$ cat src/rtl/demux_1to2_8bit_stream.sv
// Buffered 1:2 demultiplexer for 8-bit valid/ready streams.
// Each output port owns a 2-entry FIFO and a modulo-256 handshake counter.
module demux_1to2_8bit_stream (
  input  logic       clk,
  input  logic       rst_n,
  input  logic [7:0] in_data,
  input  logic       in_sel,
  input  logic       in_valid,
  output logic       in_ready,
  output logic [7:0] out0_data,
  output logic       out0_valid,
  input  logic       out0_ready,
  output logic [7:0] out1_data,
  output logic       out1_valid,
  input  logic       out1_ready,
  output logic [1:0] count0,
  output logic [1:0] count1,
  output logic [7:0] xfer0,
  output logic [7:0] xfer1
);

  localparam int unsigned Depth = 2;
  localparam int unsigned NumPorts = 2;

  logic [7:0] mem_q    [NumPorts][Depth];
  logic [7:0] mem_d    [NumPorts][Depth];
  logic [1:0] count_q  [NumPorts];
  logic [1:0] count_d  [NumPorts];
  logic [7:0] xfer_q   [NumPorts];
  logic [7:0] xfer_d   [NumPorts];
  logic       rd_ptr_q [NumPorts];
  logic       rd_ptr_d [NumPorts];
  logic       wr_ptr_q [NumPorts];
  logic       wr_ptr_d [NumPorts];

  logic [NumPorts-1:0] out_ready;
  logic [NumPorts-1:0] push;
  logic [NumPorts-1:0] pop;

  assign out_ready = {out1_ready, out0_ready};

  // Strict in-order: only the selected port's occupancy gates acceptance.
  assign in_ready = in_sel ? (count_q[1] != 2'd2) : (count_q[0] != 2'd2);

  always_comb begin
    mem_d    = mem_q;
    count_d  = count_q;
    xfer_d   = xfer_q;
    rd_ptr_d = rd_ptr_q;
    wr_ptr_d = wr_ptr_q;
    push     = '0;
    pop      = '0;
    for (int p = 0; p < NumPorts; p++) begin
      push[p] = in_valid && in_ready && (in_sel == 1'(p));
      pop[p]  = (count_q[p] != 2'd0) && out_ready[p];
      if (push[p]) begin
        mem_d[p][wr_ptr_q[p]] = in_data;
        wr_ptr_d[p]           = ~wr_ptr_q[p];
      end
      if (pop[p]) begin
        rd_ptr_d[p] = ~rd_ptr_q[p];
        xfer_d[p]   = xfer_q[p] + 8'd1;
      end
      unique case ({push[p], pop[p]})
        2'b10:   count_d[p] = count_q[p] + 2'd1;
        2'b01:   count_d[p] = count_q[p] - 2'd1;
        default: count_d[p] = count_q[p];
      endcase
    end
  end

  always_ff @(posedge clk or negedge rst_n) begin
    if (!rst_n) begin
      for (int p = 0; p < NumPorts; p++) begin
        for (int e = 0; e < Depth; e++) begin
          mem_q[p][e] <= 8'h00;
        end
        count_q[p]  <= 2'd0;
        xfer_q[p]   <= 8'd0;
        rd_ptr_q[p] <= 1'b0;
        wr_ptr_q[p] <= 1'b0;
      end
    end else begin
      mem_q    <= mem_d;
      count_q  <= count_d;
      xfer_q   <= xfer_d;
      rd_ptr_q <= rd_ptr_d;
      wr_ptr_q <= wr_ptr_d;
    end
  end

  assign out0_data  = mem_q[0][rd_ptr_q[0]];
  assign out1_data  = mem_q[1][rd_ptr_q[1]];
  assign out0_valid = (count_q[0] != 2'd0);
  assign out1_valid = (count_q[1] != 2'd0);
  assign count0     = count_q[0];
  assign count1     = count_q[1];
  assign xfer0      = xfer_q[0];
  assign xfer1      = xfer_q[1];

endmodule

$ cat config.mk
export PLATFORM = sky130hd
export DESIGN_NAME = demux_1to2_8bit_stream
export DESIGN_NICKNAME = d
export VERILOG_FILES = /design/src/rtl/demux_1to2_8bit_stream.sv
export SDC_FILE = /design/constraint.sdc
export NUM_CORES = 1
export LEC_CHECK = 0
export ABC_AREA = 0
export BUFFER_PORTS_ARGS = -buffer_cell sky130_fd_sc_hd__buf_4
export CAP_MARGIN = 20
export CORE_ASPECT_RATIO = 1.2
export CORE_MARGIN = 1
export CORE_UTILIZATION = 33
export CTS_BUF_LIST = sky130_fd_sc_hd__clkbuf_2
export CTS_CLUSTER_SIZE = 14
export DETAILED_ROUTE_END_ITERATION = 16
export PLACE_DENSITY = 0.65
export SYNTH_ARGS = -nofsm -noshare
export SYNTH_HDL_FRONTEND = slang
export SYNTH_SLANG_ARGS = --single-unit
export TNS_END_PERCENT = 10
$ cat constraint.sdc
create_clock -name clk -period 1.6 [get_ports clk]
set_clock_uncertainty 0.1 [all_clocks]
set_input_delay 0.32 -clock clk [delete_from_list [all_inputs] [get_ports clk]]
set_output_delay 0.32 -clock clk [all_outputs]
set_load 0.05 [all_outputs]
# Word-level counts from Yosys, hierarchy flattened
# Cells that the tools add are included.
dict set report word_totals {
  regBits 56
  output_inout_bits 39
  elab_cells 65
}
dict set report classes {
  add_sub_neg 6
  order_cmp 6
  eq_ne 6
  mux 15
  bitwise 9
  n_reduce_logical 11
}
# cell count
set op_table {}
lappend op_table {{8-bit 2-to-1 mux} 8}
lappend op_table {{16-bit bitwise mux} 2}
lappend op_table {{8-bit by 1-bit adder with 8-bit output, second input constant} 2}
lappend op_table {{8-bit demux with 1-bit select} 2}
lappend op_table {{2-bit greater-or-equal comparator, second input constant} 4}
lappend op_table {{1-bit inverter with 2-bit output} 4}
lappend op_table {{2-bit case mux with 2 select lines} 2}
lappend op_table {{2-bit nonzero test} 4}
lappend op_table {{1-bit logical AND} 7}
lappend op_table {{1-bit inverter} 5}
lappend op_table {{2-bit by 1-bit adder with 2-bit output, second input constant} 2}
lappend op_table {{2-bit by 1-bit == test with 1-bit output, second input constant} 2}
lappend op_table {{2-bit == test, second input constant} 2}
lappend op_table {{2-bit by 1-bit less-than comparator with 1-bit output, second input constant} 2}
lappend op_table {{2-bit != test, second input constant} 2}
lappend op_table {{2-bit by 1-bit subtractor with 2-bit output, second input constant} 2}
lappend op_table {{1-bit 2-to-1 mux} 1}

# Longest topological paths before layout
# Gate-level depths: netlist (run 1).
dict set report logic_depth {
  ltp_word 6
  depth_mapped 7
  depth_no_buf 6
}

# Worst setup path after synthesis (run 1)
# OpenSTA, ideal clock, no wires.
dict set report synth_path {
  path_type {register -> output}
  startpoint {register count_q (netlist bit count0[0])}
  endpoint {output in_ready}
  arrival_ns 1.772
  required_ns 1.180
  slack_ns -0.592
  stages_incl_launch_ff 4
  n_path_buf 0
  cell_sequence {dfrtp_1 nand2b_4 nor2_1 a21oi_1}
}
dict set report synth_via {
  elab_chain_cells 2
}
# element line
set synth_rtl {}
lappend synth_rtl {{from (decl)} 27} ;# logic [1:0] count_q [NumPorts];
lappend synth_rtl {{from (signal assigned)} 85} ;# count_q <= count_d;
lappend synth_rtl {{2-bit != test} 43} ;# assign in_ready = in_sel ? (count_q[1] != 2'd2) : (count_q[0] != 2'd2);
lappend synth_rtl {{1-bit 2-to-1 mux} 43}
lappend synth_rtl {{to (decl)} 9} ;# output logic in_ready,
# No other way between the ends.

# Worst setup path in the final report (run 1)
dict set report layout_path {
  startpoint {register rd_ptr_q[0] (netlist bit)}
  endpoint {output out1_data[2]}
}
dict set report layout_via {
  elab_chain_cells 4
}
# element line
set layout_rtl {}
lappend layout_rtl {{from (decl)} 31} ;# logic rd_ptr_q [NumPorts];
lappend layout_rtl {{from (signal assigned)} 87} ;# rd_ptr_q <= rd_ptr_d;
lappend layout_rtl {{1-bit inverter with 2-bit output (not written as such)} 93} ;# assign out1_data = mem_q[1][rd_ptr_q[1]];
lappend layout_rtl {{8-bit 2-to-1 mux (not written as such) (3 in series)} 93}
lappend layout_rtl {{to (decl)} 13} ;# output logic [7:0] out1_data,
# No other way between the ends. The select of a mux whose other input is x is not followed.

==> results of run 1 <==
-- logic make-up (layout without fill, tap and decap cells) --
| family | Yosys count | in the layout | share of synthesized area |
|---|---|---|---|
| AO/OA/AOI/OAI | 3 | 3 | 0.008977 |
| XOR/XNOR | 24 | 24 | 0.08379 |
| adder cells (fa/ha/maj) | 4 | 4 | 0.01995 |
| buffers and inverters | 7 | 87 | 0.01446 |
| flip-flops | 56 | 56 | 0.5586 |
| multiplexers | 48 | 48 | 0.2155 |
| AND/OR/NAND/NOR | 41 | 41 | 0.09875 |
-- synth_stat cells --
cell and n:
nand4b_2 1, nor3_4 1, o21ai_2 2, and3_1 2, nand3_1 3, buf_6 1, nand2b_4 1, clkbuf_1 2
buf_2 1, nor3_1 4, nand2b_1 1, xor2_1 8, a21oi_1 1, xnor2_1 16, nand2_1 11, nand4_1 6
nand4_2 1, inv_1 2, nor2_1 5, nand3b_1 1, clkbuf_2 1, nor2b_1 1, ha_1 4, mux2_2 48
or2_2 2, dfrtp_1 56, and4bb_1 1
-- worst register-to-register path: stages (launching register included) --
cell and delay [ns]:
dfrtp_4 0.59, nand2b_4 0.10, and4bb_1 0.25, buf_12 0.15
mux2_4 0.30
-- repair_timing --
action,CTS,global route
endpoints found under the hold margin,80,3
gates resized for setup,49,20
setup endpoints to repair,44,55
buffers inserted,3,0
pin swaps,1,3
hold buffers,8,1
-- metrics by stage --
stage	utilization	hold slack, ns	area, um^2	TNS (ns)
after CTS	0.4779	0.0002181	3497	-7.664
after global placement	0.4352	0.1653	3184	-0.03864
after detailed placement	0.4352	0.1712	3184	-0.2154
final	0.4887	0.07721	3576	-6.531
after floorplan	-	-0.07559	2569	-1.131
after global routing	0.4887	0.04527	3576	-9.604
-- sequential cells by signal (all words and copies together) (netlist names) --
name and flops:
wr_ptr_q 2, xfer0 8, rd_ptr_q 2, count1 2
mem_q 32, xfer1 8, count0 2
-- cell type report --
class	instances	area [um^2]
Clock buffer	5	25.02
Clock inverter	3	21.27
Multi-Input combinational cell	120	1165
Sequential cell	56	1419
Inverter	2	10.01
Timing Repair Buffer	77	823.3
Fill cell	671	3741
Tap cell	90	112.6
-- cell usage in the layout, fill, tap and decap left out, drive strengths merged, types with 2 or more instances in the layout --
| master | synthesis | layout |
|---|---|---|
| xnor2 | 16 | 16 |
| xor2 | 8 | 8 |
| ha | 4 | 4 |
| or2 | 2 | 2 |
| and3 | 2 | 2 |
| nor2 | 5 | 5 |
| clkbuf | 3 | 5 |
| nor3 | 5 | 5 |
| dlygate4sd3 | 0 | 9 |
| nand4 | 7 | 7 |
| buf | 2 | 68 |
| nand2 | 11 | 11 |
| nand3 | 3 | 3 |
| nand2b | 2 | 2 |
| dfrtp | 56 | 56 |
| inv | 2 | 3 |
| o21ai | 2 | 2 |
| mux2 | 48 | 48 |
-- worst max path at each step --
stage | to | slack, ns
floorplan | count1[1]$_DFFE_PN0P_ | -0.08
global placement | out0_data[4] | -0.02
detailed placement | mem_q[9]$_DFFE_PN0P_ | -0.03
CTS | out1_data[2] | -0.43
global route | out1_data[2] | -0.48
finish | out1_data[2] | -0.39
-- layer usage --
layer  vias to the layer above  GRT usage  share of wire
met1                       836     0.1933           0.46
met5                         -          0              0
met2                        33     0.2167           0.50
li1                        794          -              -
met4                         0    0.04453          0.012
met3                         5    0.02911          0.035
==> results.json, run 1 <==
{
  "drt_iter0_drc": 24,
  "stdcell_count": 353,
  "status": "complete, but fails checks",
  "path_cells": "buf_6 -> mux2_4 -> buf_8",
  "yosysUniqueCellTypes": 27,
  "min_to": "wr_ptr_q[0]$_DFFE_PN0N_",
  "finalHoldViolations": 0,
  "io_pins": 53,
  "grt_usage": 0.1398,
  "clockRootBuffer": "clkbuf_2",
  "cp_top_family": "flip-flops",
  "reg2reg_from": "count0[1]$_DFFE_PN0P_",
  "fp.dieW_um": 81.59,
  "setup_viol": 22,
  "via_per_inst": 4.725,
  "first_pass_iters": 4,
  "start_util": 0.3429,
  "r2r_slack_ns": 0.01,
  "cp_data_arrival_time_ns": 1.57,
  "cts_tree": "yes",
  "syn_area_per_cell_um2": 13.71,
  "rsz0062_at_grt": "yes",
  "grt_overflow": 0,
  "ys_warn_count": 0,
  "cpPeakStageDelay_ns": 0.51,
  "tightestPinTransition_ns": 0.4811,
  "fmax_mhz": 502.2,
  "syn_inst": 183,
  "gp_congestion": 0.7075,
  "clk_pin_slew_ns": 0.30,
  "crit_cells": 3,
  "grt_max_degree": 30,
  "h-tree-depth": 2,
  "hpwl_um": 3526,
  "antenna_cells": 0,
  "routedWlPerCell_um": 14.35,
  "synthesis.nets": 201,
  "grt_pass1_vias": 1722,
  "synth_area_leaders": "dfrtp_1 56%, mux2_2 22%, xnor2_1 5.6%",
  "final_antenna_net_count": 0,
  "yosys.area.top_type": "dfrtp_1",
  "syn_to_final_growth_pct": 42.54,
  "design.core.area_um2": 7317,
  "crit_path_start_kind": "register",
  "worst_r2r_endpoint": "mem_q[31]$_DFFE_PN0P_",
  "dp_cells": 333,
  "hold_path_depth": 3,
  "maxSlewHeadroom": 0.6782,
  "clock_tree.buffer_depth": 2,
  "nNetsFinal": 280,
  "antenna_found_initial": 0,
  "r2r_cells": 4,
  "routed_wl_um": 5064,
  "seq_area_frac_synth": 0.5586,
  "hold_start": "in_sel",
  "crit_fanout": 3,
  "post_route_cells_drive_above_1_share": 0.5741,
  "slew_violations": 0,
  "crit_path_end_kind": "primary output",
  "post-route-min-period_ns": 1.991,
  "rows": 34,
  "cts_buffers": 5,
  "path_buf_inv": 2,
  "synth_top_cell_area_share": 0.5586,
  "crit_type": "reg2out",
  "critPathLaunch": "rd_ptr_q[0]$_DFFE_PN0P_",
  "violations": "negative setup slack",
  "vias": 1668,
  "hold_class": "in2reg",
  "setup_slack_ns": -0.3911,
  "dieArea_um2": 7956,
  "io_buffers": 52,
  "synth-seq-cells": 56,
  "dpl_worst_slack_ns": -0.03438,
  "crit_required_ns": 1.18,
  "syn_area_um2": 2509,
  "grt_pass1_wl_um": 8438,
  "cts_sinks": 56,
  "cap_violations": 0,
  "drcViolationCount": 0,
  "clock_latency_ns": 0.46,
  "slowest_stage": "dfrtp_2",
  "fin_crit_sh": 1.244,
  "die_y_um": 97.51
}
Power of run 1 is left out: the tool's default activity adds up to more than one toggle a clock period on the data nets, which glitch-free logic cannot reach.
==> inputs of run 2 (changes only) <==
--- a/config.mk
+++ b/config.mk
@@ -14,7 +14,7 @@
 export CTS_BUF_LIST = sky130_fd_sc_hd__clkbuf_2
 export CTS_CLUSTER_SIZE = 14
 export DETAILED_ROUTE_END_ITERATION = 16
-export PLACE_DENSITY = 0.65
+export PLACE_DENSITY = 0.63
 export SYNTH_ARGS = -nofsm -noshare
 export SYNTH_HDL_FRONTEND = slang
 export SYNTH_SLANG_ARGS = --single-unit
==> constraint.sdc (replaced) <==
create_clock -name clk -period 2.29 [get_ports clk]
set_clock_uncertainty 0.1 [all_clocks]
set_input_delay 0.458 -clock clk [delete_from_list [all_inputs] [get_ports clk]]
set_output_delay 0.458 -clock clk [all_outputs]
set_load 0.05 [all_outputs]
==> results.json, run 2 (synthesis gave the netlist of run 1 again) <==
{
  "status": "finished, final reports clean",
  "vias": 1534,
  "routed_wl_um": 4708,
  "clockRootBuffer": "clkbuf_2",
  "die_y_um": 97.51,
  "r2r_cells": 5,
  "io_buffers": 52,
  "grt_overflow": 0,
  "crit_path_start_kind": "register",
  "finalHoldViolations": 0,
  "antenna_found_initial": 0,
  "hold_class": "in2reg",
  "antenna_cells": 0,
  "dp_cells": 321,
  "cts_tree": "yes",
  "worst_r2r_endpoint": "count0[1]$_DFFE_PN0P_",
  "cp_data_arrival_time_ns": 1.61,
  "crit_fanout": 9,
  "cpPeakStageDelay_ns": 0.58,
  "fp.dieW_um": 81.59,
  "final_core_util": 0.4178,
  "min_to": "mem_q[8]$_DFFE_PN0P_",
  "hold_start": "in_data[0]",
  "grt_max_degree": 57,
  "cts_setup_buffers": 0,
  "dieArea_um2": 7956,
  "nNetsFinal": 257,
  "crit_path_end_kind": "primary output",
  "post_route_cells_drive_above_1_share": 0.5042,
  "routedWlPerCell_um": 14.27,
  "fill_cells": 731,
  "first_pass_iters": 4,
  "crit_required_ns": 1.73,
  "design.core.area_um2": 7317,
  "slowest_stage": "dfrtp_2",
  "h-tree-depth": 2,
  "clock_tree.buffer_depth": 2,
  "gp_congestion": 0.7255,
  "cts_buffers": 5,
  "clk_pin_slew_ns": 0.30,
  "grt_util_met3": 0.03286,
  "via_per_inst": 4.648,
  "grt_usage": 0.1307,
  "path_cells": "mux2_2 -> buf_4",
  "grt_pass1_vias": 1554,
  "r2r_slack_ns": 0.49,
  "maxSlewHeadroom": 0.5224,
  "fmax_mhz": 461.8,
  "top_register": "mem_q",
  "drcViolationCount": 0,
  "largest_reg_flops": 32,
  "path_buf_inv": 1,
  "cp_top_family": "flip-flops",
  "io_pins": 53,
  "final_common_cell": "dfrtp_1",
  "hold_path_depth": 2,
  "grt_pass1_wl_um": 7790,
  "final_antenna_net_count": 0,
  "syn_to_final_growth_pct": 21.85,
  "busiest_layer": "met2",
  "start_util": 0.3429,
  "clock_latency_ns": 0.46,
  "drt_iter0_drc": 44,
  "mostFrequentLayoutCells": "54 x dfrtp_1, 53 x buf_4, 48 x mux2_2, 16 x xnor2_1, 11 x nand2_1",
  "cts_sinks": 56,
  "fin_tns_setup_ns": 0,
  "rsz0062_at_grt": "no",
  "tightestPinTransition_ns": 0.7164,
  "cap_violations": 0,
  "slew_violations": 0,
  "dpl_worst_slack_ns": 0.5152,
  "hpwl_um": 3338,
  "reg2reg_from": "count0[0]$_DFFE_PN0P_",
  "use_met1": 0.1786,
  "setup_slack_ns": 0.1245,
  "met2_usage": 0.1974,
  "stdcell_count": 330,
  "rows": 34,
  "seq_area_um2": 1404,
  "crit_type": "reg2out",
  "setup_viol": 0,
  "post-route-min-period_ns": 2.166,
  "fin_crit_sh": 0.9456,
  "multiInputGateArea_um2": 1077
}
## run 2: area by class of cell
class                      count  share of cell area
sequential                    56              0.4593
multi-input combinational    120              0.3524
timing repair buffer          54              0.1334
tap                           90             0.03684
clock buffer                   5            0.008187
clock inverter                 3            0.007368
inverter                       2            0.002456
## run 2: worst max path at each step
stage | endpoint | cells after the start | slack, ns | startpoint
floorplan | in_ready | 3 | 0.27 | count0[0]$_DFFE_PN0P_
global placement | out0_data[0] | 2 | 0.53 | rd_ptr_q[1]$_DFFE_PN0P_
detailed placement | out1_data[6] | 2 | 0.52 | rd_ptr_q[0]$_DFFE_PN0P_
CTS | out0_data[0] | 2 | 0.06 | rd_ptr_q[1]$_DFFE_PN0P_
global route | out0_data[7] | 2 | 0.004 | rd_ptr_q[1]$_DFFE_PN0P_
finish | out1_data[6] | 2 | 0.12 | rd_ptr_q[0]$_DFFE_PN0P_
## run 2: through the flow
step	hold slack (ns)	instance area, um^2
2_1_floorplan	0.06241	2512
4_1_cts	0.08875	3054
5_1_grt	0.05795	3057
3_5_place_dp	0.3672	2994
6_report	0.1225	3057
3_3_place_gp	0.3619	2994
## run 2: routing by layer
metal | share of wire | up-vias | routed length (um)
met3 | 0.043 | 6 | 203
met2 | 0.48 | 32 | 2257
li1 | - | 746 | -
met5 | 0 | - | 0
met1 | 0.46 | 750 | 2162
met4 | 0.018 | 0 | 84
## run 2: repair_timing
action | 4_1_cts | 5_1_grt
hold buffers | 1 | 0
gates cloned | 0 | 0
endpoints found under the setup margin | 16 | 1
endpoints found under the hold margin | 56 | 0
gates resized for setup | 2 | 1
Power of run 2 is left out for the same reason.
==> inputs of run 3 (changes only) <==
--- a/config.mk
+++ b/config.mk
@@ -11,7 +11,6 @@
 export CORE_ASPECT_RATIO = 1.2
 export CORE_MARGIN = 1
 export CORE_UTILIZATION = 33
-export CTS_BUF_LIST = sky130_fd_sc_hd__clkbuf_2
 export CTS_CLUSTER_SIZE = 14
 export DETAILED_ROUTE_END_ITERATION = 16
 export PLACE_DENSITY = 0.63
==> results.json, run 3 (synthesis gave the netlist of run 1 again) <==
{
  "status": "finished, final reports clean",
  "post_cts_resize_count": 0,
  "hpwl_um": 3338,
  "cts_tree": "yes",
  "routed_wl_um": 4737,
  "first_pass_iters": 4,
  "path_cells": "mux2_2 -> buf_4",
  "setup_slack_ns": 0.1990,
  "fmax_mhz": 478.2,
  "routedWlPerCell_um": 14.40,
  "crit_path_start_kind": "register",
  "gp_congestion": 0.7255,
  "largest_reg_flops": 32,
  "multiInputGateArea_um2": 1075,
  "nNetsFinal": 256,
  "grt_usage": 0.1307,
  "drt_iter0_drc": 43,
  "finalHoldViolations": 0,
  "crit_fanout": 9,
  "top_register": "mem_q",
  "final_common_cell": "dfrtp_1",
  "tightestPinTransition_ns": 0.7165,
  "cts_setup_buffers": 0,
  "syn_to_final_growth_pct": 22.99,
  "antenna_found_initial": 0,
  "final_antenna_net_count": 0,
  "cp_data_arrival_time_ns": 1.53,
  "cts_buffers": 5,
  "post-route-min-period_ns": 2.091,
  "dpl_worst_slack_ns": 0.5152,
  "clk_pin_slew_ns": 0.10,
  "clock_latency_ns": 0.31,
  "cap_violations": 0,
  "antenna_cells": 0,
  "h-tree-depth": 2,
  "crit_path_end_kind": "primary output",
  "postPlaceCellArea_um2": 2994,
  "seq_area_um2": 1401,
  "mostFrequentLayoutCells": "56 x dfrtp_1, 53 x buf_4, 48 x mux2_2, 16 x xnor2_1, 11 x nand2_1",
  "grt_pass1_wl_um": 7803,
  "slowest_stage": "dfrtp_1",
  "dieArea_um2": 7956,
  "via_per_inst": 4.657,
  "vias": 1532,
  "crit_type": "reg2out",
  "grt_pass1_vias": 1550,
  "rsz0062_at_grt": "no",
  "cpPeakStageDelay_ns": 0.63,
  "io_pins": 53,
  "crit_required_ns": 1.73,
  "maxSlewHeadroom": 0.5224,
  "fin_tns_setup_ns": 0,
  "start_util": 0.3429,
  "slew_violations": 0,
  "fin_area_um2": 3085,
  "clock_tree.buffer_depth": 2,
  "fin_crit_sh": 0.9131,
  "whs_ns": 0.08274,
  "fp.dieW_um": 81.59,
  "hold_class": "in2async",
  "cts_sinks": 56,
  "die_y_um": 97.51,
  "rows": 34,
  "fill_cells": 727,
  "clockRootBuffer": "clkbuf_8",
  "drcViolationCount": 0,
  "design.core.area_um2": 7317,
  "grt_overflow": 0,
  "post_route_cells_drive_above_1_share": 0.4937,
  "setup_viol": 0,
  "grt_max_degree": 57,
  "io_buffers": 52,
  "cts_hold_buffers": 0
}
## run 3: per-layer routing
layer	vias to the layer above	track usage	part of all wire
met5	-	0	0
li1	747	-	-
met4	0	0.04453	0.016
met3	5	0.03286	0.043
met2	34	0.2013	0.49
met1	746	0.1768	0.45
## run 3: worst max-delay path, delay by kind of cell (launching register included)
family / cells / cell delay [ns]
multiplexers: 1 / 0.39
buffers and inverters: 1 / 0.19
flip-flops: 1 / 0.63
## run 3: final cells by class
class / count / area share
repair buffers: 53 / 0.1290
inverters: 2 / 0.002433
clock buffers: 5 / 0.02230
well taps: 90 / 0.03650
clock inverters: 3 / 0.007299
flip-flops and latches: 56 / 0.4542
multi-input cells: 120 / 0.3483
## run 3: path summary, 6_finish.rpt
kind / start / endpoint / slack (ns) / cells past startpoint
min reg2reg: xfer0[7]$_DFFE_PN0P_ / xfer0[7]$_DFFE_PN0P_ / 0.37 / 1
max: rd_ptr_q[0]$_DFFE_PN0P_ / out1_data[6] / 0.20 / 2
min in group clk: in_data[5] / mem_q[21]$_DFFE_PN0P_ / 0.30 / 2
min: rst_n / xfer0[1]$_DFFE_PN0P_ / 0.08 / 1
max in group asynchronous: rst_n / mem_q[9]$_DFFE_PN0P_ / 1.52 / 1
max reg2reg: count0[0]$_DFFE_PN0P_ / count0[1]$_DFFE_PN0P_ / 0.52 / 5
## run 3: through the flow
step,util,cells
after floorplan,-,183
after global placement,0.4092,321
after detailed placement,0.4092,321
after CTS,0.4217,329
after global routing,0.4217,329
final,0.4217,329
Power of run 3 is left out for the same reason.
